===== config.mk =====
export PLATFORM = sky130hd
export DESIGN_NAME = cga_wrf_write_sched
export DESIGN_NICKNAME = d
export VERILOG_FILES = /design/src/rtl/cga_wrf_pkg.sv /design/src/rtl/cga_wrf_wq2.sv /design/src/rtl/cga_wrf_write_sched.sv
export SDC_FILE = /design/constraint.sdc
export NUM_CORES = 1
export LEC_CHECK = 0
export CAP_MARGIN = 0
export CORE_ASPECT_RATIO = 0.7
export CORE_MARGIN = 4
export CORE_UTILIZATION = 46
export DETAILED_ROUTE_END_ITERATION = 8
export PLACE_DENSITY = 0.73
export SYNTH_ARGS = -nofsm -noshare
export SYNTH_HDL_FRONTEND = slang
export SYNTH_SLANG_ARGS = --single-unit

===== constraint.sdc =====
create_clock -name ALUCLK -period 2.3 [get_ports ALUCLK]
set_clock_uncertainty 0.2 [all_clocks]
set_input_delay 0.575 -clock ALUCLK [delete_from_list [all_inputs] [get_ports ALUCLK]]
set_output_delay 0.575 -clock ALUCLK [all_outputs]
set_load 0.03 [all_outputs]

===== src/rtl/cga_wrf_pkg.sv =====
// Shared types and sizes for the working-register-file write scheduler.
// Imported by the per-port queue and the scheduler top.
package cga_wrf_pkg;

   localparam int NREG   = 16;
   localparam int DW     = 16;
   localparam int AW     = 4;
   localparam int QDEPTH = 2;

   typedef enum logic [1:0] {
      PORT_ALU,
      PORT_LD,
      PORT_SC,
      PORT_NONE
   } portSelT;

   typedef struct packed {
      logic [AW-1:0] wa;
      logic [DW-1:0] wd;
   } wrEntryT;

   function automatic logic [NREG-1:0] oneHot(input logic [AW-1:0] wa);
      oneHot     = '0;
      oneHot[wa] = 1'b1;
   endfunction

endpackage


===== src/rtl/cga_wrf_wq2.sv =====
// Small FIFO of pending register writes for one buffered port.
// A push while full is dropped; the requester sees that through full.
module cga_wrf_wq2
   import cga_wrf_pkg::*;
#(
   parameter int DEPTH = QDEPTH
)
(
   input  logic    clk,
   input  logic    rstN,
   input  logic    push,
   input  wrEntryT pushData,
   input  logic    pop,
   output wrEntryT head,
   output logic    full,
   output logic    empty
);

   localparam int PW = (DEPTH > 1) ? $clog2(DEPTH) : 1;
   localparam int CW = $clog2(DEPTH + 1);

   wrEntryT       mem [DEPTH];
   logic [PW-1:0] rdPtr;
   logic [PW-1:0] wrPtr;
   logic [CW-1:0] count;
   logic          doPush;
   logic          doPop;

   assign full   = (count == CW'(DEPTH));
   assign empty  = (count == '0);
   assign doPush = push && !full;
   assign doPop  = pop && !empty;
   assign head   = mem[rdPtr];

   function automatic logic [PW-1:0] nextPtr(input logic [PW-1:0] p);
      return (p == PW'(DEPTH - 1)) ? '0 : p + 1'b1;
   endfunction

   always_ff @(posedge clk or negedge rstN) begin
      if (!rstN) begin
         rdPtr <= '0;
         wrPtr <= '0;
         count <= '0;
      end else begin
         if (doPush) wrPtr <= nextPtr(wrPtr);
         if (doPop)  rdPtr <= nextPtr(rdPtr);
         count <= count + CW'(doPush) - CW'(doPop);
      end
   end

   // Storage needs no reset: count gates every read that matters.
   always_ff @(posedge clk) begin
      if (doPush) mem[wrPtr] <= pushData;
   end

endmodule


===== src/rtl/cga_wrf_write_sched.sv =====
// Shares the register-file write bus between ALU writeback (absolute priority)
// and the buffered load and scan ports, which alternate round-robin.
module cga_wrf_write_sched
   import cga_wrf_pkg::*;
(
   input  logic            ALUCLK,
   input  logic            RESET_N,
   input  logic            ALU_WE,
   input  logic [AW-1:0]   ALU_WA,
   input  logic [DW-1:0]   ALU_WD,
   input  logic            LD_REQ,
   input  logic [AW-1:0]   LD_WA,
   input  logic [DW-1:0]   LD_WD,
   output logic            LD_ACK,
   input  logic            SC_REQ,
   input  logic [AW-1:0]   SC_WA,
   input  logic [DW-1:0]   SC_WD,
   output logic            SC_ACK,
   output logic [DW-1:0]   RB_15_0,
   output logic [NREG-1:0] WR_15_0,
   output logic            BUSY
);

   // LD/SC handshake: an entry is taken on a rising edge with REQ && ACK.
   // ACK is simply "queue not full"; it ignores REQ and any same-edge pop.

   wrEntryT         ldHead;
   wrEntryT         scHead;
   logic            ldFull;
   logic            ldEmpty;
   logic            scFull;
   logic            scEmpty;
   logic            ldPop;
   logic            scPop;
   portSelT         grant;
   wrEntryT         grantEntry;
   portSelT         rrPtr;
   logic [NREG-1:0] wrReg;
   logic [DW-1:0]   rbReg;

   cga_wrf_wq2 #(.DEPTH(QDEPTH)) ldQueue (
      .clk      (ALUCLK),
      .rstN     (RESET_N),
      .push     (LD_REQ),
      .pushData ('{wa: LD_WA, wd: LD_WD}),
      .pop      (ldPop),
      .head     (ldHead),
      .full     (ldFull),
      .empty    (ldEmpty)
   );

   cga_wrf_wq2 #(.DEPTH(QDEPTH)) scQueue (
      .clk      (ALUCLK),
      .rstN     (RESET_N),
      .push     (SC_REQ),
      .pushData ('{wa: SC_WA, wd: SC_WD}),
      .pop      (scPop),
      .head     (scHead),
      .full     (scFull),
      .empty    (scEmpty)
   );

   // Arbitration sees only pre-edge queue state, so a fresh entry waits a cycle.
   always_comb begin
      grant      = PORT_NONE;
      grantEntry = '0;
      if (ALU_WE) begin
         grant      = PORT_ALU;
         grantEntry = '{wa: ALU_WA, wd: ALU_WD};
      end else if (!ldEmpty && (scEmpty || rrPtr == PORT_LD)) begin
         grant      = PORT_LD;
         grantEntry = ldHead;
      end else if (!scEmpty) begin
         grant      = PORT_SC;
         grantEntry = scHead;
      end
   end

   assign ldPop = (grant == PORT_LD);
   assign scPop = (grant == PORT_SC);

   always_ff @(posedge ALUCLK or negedge RESET_N) begin
      if (!RESET_N) begin
         wrReg <= '0;
         rbReg <= '0;
         rrPtr <= PORT_LD;
      end else begin
         if (grant != PORT_NONE) begin
            wrReg <= oneHot(grantEntry.wa);
            rbReg <= grantEntry.wd;
         end else begin
            wrReg <= '0;
         end
         if (grant == PORT_LD)      rrPtr <= PORT_SC;
         else if (grant == PORT_SC) rrPtr <= PORT_LD;
      end
   end

   assign WR_15_0 = wrReg;
   assign RB_15_0 = rbReg;
   assign LD_ACK  = !ldFull;
   assign SC_ACK  = !scFull;
   // Empty flags come straight from the queue count flops.
   assign BUSY    = !(ldEmpty && scEmpty);

endmodule


# Yosys cells after proc, flatten, opt, wreduce, memory -nomap -nowiden
# Memories as Yosys holds them, arrays and structs flattened.
# Index checks and enable logic that the tools add are counted.
dict set report word_totals {
  mem_count 2
  ff_bits 42
  wordCells 62
  ramBits 80
  input_bits 65
}
# name depth width rd rd_ports_with_merged_regs wr line_no
set memory_table {}
lappend memory_table {ldQueue.mem 2 20 1 0 1 cga_wrf_wq2.sv:22} ;# wrEntryT mem [DEPTH];
lappend memory_table {scQueue.mem 2 20 1 0 1 cga_wrf_wq2.sv:22}
dict set report classes {
  n_lt_le_gt_ge 2
  mux 19
  reduce_logical 16
  addsub 8
  n_eq_ne 6
}
# cell n
set op_table {}
lappend op_table {{$mux 20} 3}
lappend op_table {{$mux 16} 1}
lappend op_table {{$mux 1} 10}
lappend op_table {{$mux 2} 4}
lappend op_table {{$logic_and 1x1->1} 7}
lappend op_table {{$eq 2x2->1 const B} 3}
lappend op_table {{$logic_not 1->1} 5}
lappend op_table {{$lt 4x5->1 const B} 1}
lappend op_table {{$add 1x1->1 const B} 4}
lappend op_table {{$add 2x1->2} 2}
lappend op_table {{$demux 1 s4} 1}
lappend op_table {{$eq 2x1->1 const B} 2}
lappend op_table {{$ge 4x1->1 const B} 1}
lappend op_table {{$logic_not 2->1} 2}
lappend op_table {{$sub 2x1->2} 2}
lappend op_table {{$ne 2x2->1 const B} 1}
lappend op_table {{$reduce_bool 2->1} 1}
lappend op_table {{$logic_or 1x1->1} 1}

# Logic depth before layout (Yosys ltp)
dict set report depth {
  ltp_word 10
  mapped_depth 11
}

# Modules after synthesis
# A second synthesis with hierarchy kept.
dict set report hier_totals {
  hier_cells 314
  area_unflattened_um2 4865.9
}
# module instances area_per_inst_um2 cells_per_inst seq_area_each_um2
set modules_own_cells {}
lappend modules_own_cells {cga_wrf_wq2 2 1649.1 80 1301.2}
lappend modules_own_cells {cga_wrf_write_sched 1 1567.8 154 852.1}

# Worst setup path before layout
# OpenSTA, ideal clock, no wires.
dict set report synth_timing {
  path_kind {register to register}
  startpoint {register ldQueue.count[1]}
  endpoint {register scQueue.count[1]}
  setup_time_ns 0.080
  n_path_buf 3
  period_less_slack_ns 2.328
  path_stages_with_launch 12
  required_time_ns 2.020
  t_arrival_ns 2.048
  setup_slack_ns -0.028
  cell_sequence {dfrtp_1 or2_1 buf_6 a21o_2 clkbuf_8 buf_6 nor2_1 ha_1 inv_1 ha_1 xnor2_1 xnor2_1}
}
dict set report synth_via {
  elab_chain_len 8
}
# element line_no
set synth_rtl {}
lappend synth_rtl {{from (decl)} cga_wrf_wq2.sv:25} ;# logic [CW-1:0] count;
lappend synth_rtl {{from (signal assigned)} cga_wrf_wq2.sv:47} ;# count <= count + CW'(doPush) - CW'(doPop);
lappend synth_rtl {{$logic_not 2->1} cga_wrf_wq2.sv:30} ;# assign empty = (count == '0);
lappend synth_rtl {{$logic_not 1->1} cga_wrf_write_sched.sv:70} ;# end else if (!ldEmpty && (scEmpty || rrPtr == PORT_LD)) begin
lappend synth_rtl {{$logic_and 1x1->1} cga_wrf_write_sched.sv:70}
lappend synth_rtl {{$mux 2} cga_wrf_write_sched.sv:70}
lappend synth_rtl {{$mux 2} cga_wrf_write_sched.sv:67} ;# if (ALU_WE) begin
lappend synth_rtl {{$eq 2x2->1} cga_wrf_write_sched.sv:80} ;# assign scPop = (grant == PORT_SC);
lappend synth_rtl {{$logic_and 1x1->1} cga_wrf_wq2.sv:32} ;# assign doPop = pop && !empty;
lappend synth_rtl {{net scQueue.doPop} cga_wrf_wq2.sv:27} ;# logic doPop;
lappend synth_rtl {{$sub 2x1->2} cga_wrf_wq2.sv:47}
lappend synth_rtl {{to (signal assigned)} cga_wrf_wq2.sv:47}
lappend synth_rtl {{to (decl)} cga_wrf_wq2.sv:25}
# The timed path passes the listed nets, and every way through them passes these cells.
# A chain may end at the register's enable or synchronous reset.

# Final worst setup path
dict set report layout_timing {
  startpoint {register ldQueue.count[1]}
  endpoint {output port BUSY}
}
dict set report layout_via {
  elab_chain_len 3
}
# element line_no
set layout_rtl {}
lappend layout_rtl {{$logic_not 2->1} cga_wrf_wq2.sv:30}
lappend layout_rtl {{$logic_and 1x1->1} cga_wrf_write_sched.sv:104} ;# assign BUSY = !(ldEmpty && scEmpty);
lappend layout_rtl {{$logic_not 1->1} cga_wrf_write_sched.sv:104}
lappend layout_rtl {{to (decl)} cga_wrf_write_sched.sv:21} ;# output logic BUSY
# Every way passes these cells.

==> metrics <==
outcome=finished with violations; failing checks=negative setup slack; min-delay worst type=reg2reg; total CTS buffers=17; Peak Freq=0.434 GHz; # nets final=511; crit path kind=reg2out; final hold violation count=0; vias in the first global route=3365; Die ar.=12700 µm²; CTS Sinks=roughly 120; WP data required=1520 ps; fin crit period=2300 ps; Placer Congestion=between 0.7 and 0.8; Synth top area share=47.8%; Die Width=133 µm; DRT iter0 DRCs=about 250; Leak=2.69 nW; Vias/cell=5.24; row cnt=31; post-CTS setup repair buffer count=0; Setup crit end kind=output pin; via count=around 3200; PwrDens=1390 nW/µm²; WL/cell=18.8 µm; Slew @ Worst Pin=674 ps; Seq cells post-synth=122; Synth area leaders=edfxtp_1 (48%), dfrtp_1 (20%), mux2i_1 (8.0%); Layout area overhead=37.3%; top post-synthesis cells by count=edfxtp_1 (80), dfrtp_1 (41), mux2i_1 (40); total power=9.57 mW; Final HPWL DP=slightly below 8000 µm; Setup WS post-layout=-2.80 ps; layout cells sized above 1=a little under a fifth; Place WS=45.8 ps; Critical Path AT=~1500 ps; # setup viols final=1; final core occ=65.7%; drt pass-1 iters=5; Post-Syn Nets=388; Synth Flop Type=edfxtp_1; Clock transition at path regs=50 ps; Max-cap violations=0; Initial Util=47.9%; post-route ant nets=0; largest net degree at the start of global routing=23; CTS tree=done; ys async rst share=34.4%; die height=95.5 µm; worst skew pair latency=410 ps; Antenna diodes=0; Post-synth EDFFs=80; Residual DRC=0; global-route wire length before repair=17800 µm; port bufs=99; maximum clock insertion buffer count=2; initial antenna violation count=0; Synth area leader=edfxtp_1; H-tree levels=4; Relative slew margins=55.1%; peak supply drop=709 µV; synthesized area=5030 µm²; I/O pin cnt=100; final period utilization=100%; syn_area_per_cell=15.8 µm²; crit start category=flop; Clock Tree Root=clkbuf_16; RSZ-0062 raised after global routing=yes; Total Wirelength=11400 µm; Synthesis Warnings=0; fin. max-slew vios=0; Seq/Total Area, Yosys=a little under 70%; All-Layer GR Usage=18.9%; CORE AREA=10500 µm²; top-count cell post-synth=edfxtp_1; worst hold slack=317 ps; Syn Inst Count=319; critical path peak fanout=2; grt ovf=0; Yosys cell types=34
power breakdown:
part           total [mW]  internal, mW  switching, mW
registers            3.29          3.02          0.271
logic                3.72          1.56           2.17
clock network        2.55          1.59          0.962
cell families (layout without fill, tap and decap cells):
family	after synthesis	count (layout)	synth area share, %
AOI/OAI and AO/OA	69	69	12.9
xor gates and xnor gates	8	8	1.39
adders and majority gates	4	4	0.995
buffers and inverters	41	177	4.28
DFF	122	122	68.7
muxes	40	40	7.96
and+or+nand+nor	35	35	3.78
worst max-delay path: stages (launching register included):
cell and delay [ps]:
dfrtp_1 410, nor4_4 350, inv_2 70, clkdlybuf4s15_2 290
layer usage:
layer  wire length [µm]  global-route usage (%)
met5                  0                       0
met2               5440                    29.9
met3                697                    5.85
met1               5190                    24.9
met4                 30                    7.35
metrics by stage:
| step | setup TNS (ps) | std cells | area [µm²] |
|---|---|---|---|
| floorplan | 0 | 319 | 5030 |
| global placement | 0 | 570 | 6310 |
| detailed placement | 0 | 570 | 6310 |
| CTS | -84.3 | 603 | 6890 |
| global route | -81.0 | 603 | 6900 |
| finish | -2.80 | 603 | 6900 |
registers in the layout (all words and copies together), names as in the netlist:
register       cells
ldQueue.wrPtr      1
ldQueue.rdPtr      1
ldQueue.mem       40
rrPtr              2
scQueue.wrPtr      1
RB_15_0           16
WR_15_0           16
scQueue.mem       40
ldQueue.count      2
scQueue.count      2
scQueue.rdPtr      1
area by class of cell:
type	count	area [µm²]
clock buffers	17	425
clock inverters	15	151
fillers	760	3610
inverters	23	86.3
multi-input cells	156	1390
flip-flops and latches	122	3450
well taps	148	185
repair buffers	122	1210
cell usage in the layout (no fill, tap or decap), types with 4 or more instances in the layout:
cell              n
o221ai_1         17
a22o_1           16
xnor2_1           6
mux2i_1          40
ha_1              4
nand2_1           4
clkdlybuf4s50_1  94
clkbuf_16        17
o21ai_0           4
inv_1            22
nor2_2            4
nor4_1           14
nor2_1            6
buf_4            17
a21oi_1          16
clkinvlp_4        5
buf_12            5
edfxtp_1         80
a221oi_2          4
dfrtp_1          41
worst paths after layout:
path	from	end	slack (ps)	depth (start not counted)
max reg2reg	ldQueue.count[1]	WR_15_0[3]	120	6
max in group asynchronous	RESET_N	rrPtr[0]	860	3
min reg2reg	ldQueue.wrPtr	ldQueue.wrPtr	320	1
min in group asynchronous	RESET_N	RB_15_0[5]	460	2
max	ldQueue.count[1]	BUSY	-3	3
min	ldQueue.wrPtr	ldQueue.wrPtr	320	1
repair_timing:
action,CTS,global route
gates cloned,0,0
endpoints found under the hold margin,20,0
setup endpoints to repair,3,6
resized for setup,5,8
hold buffers,1,0
No activity file was read; power rests on OpenSTA's default activity.
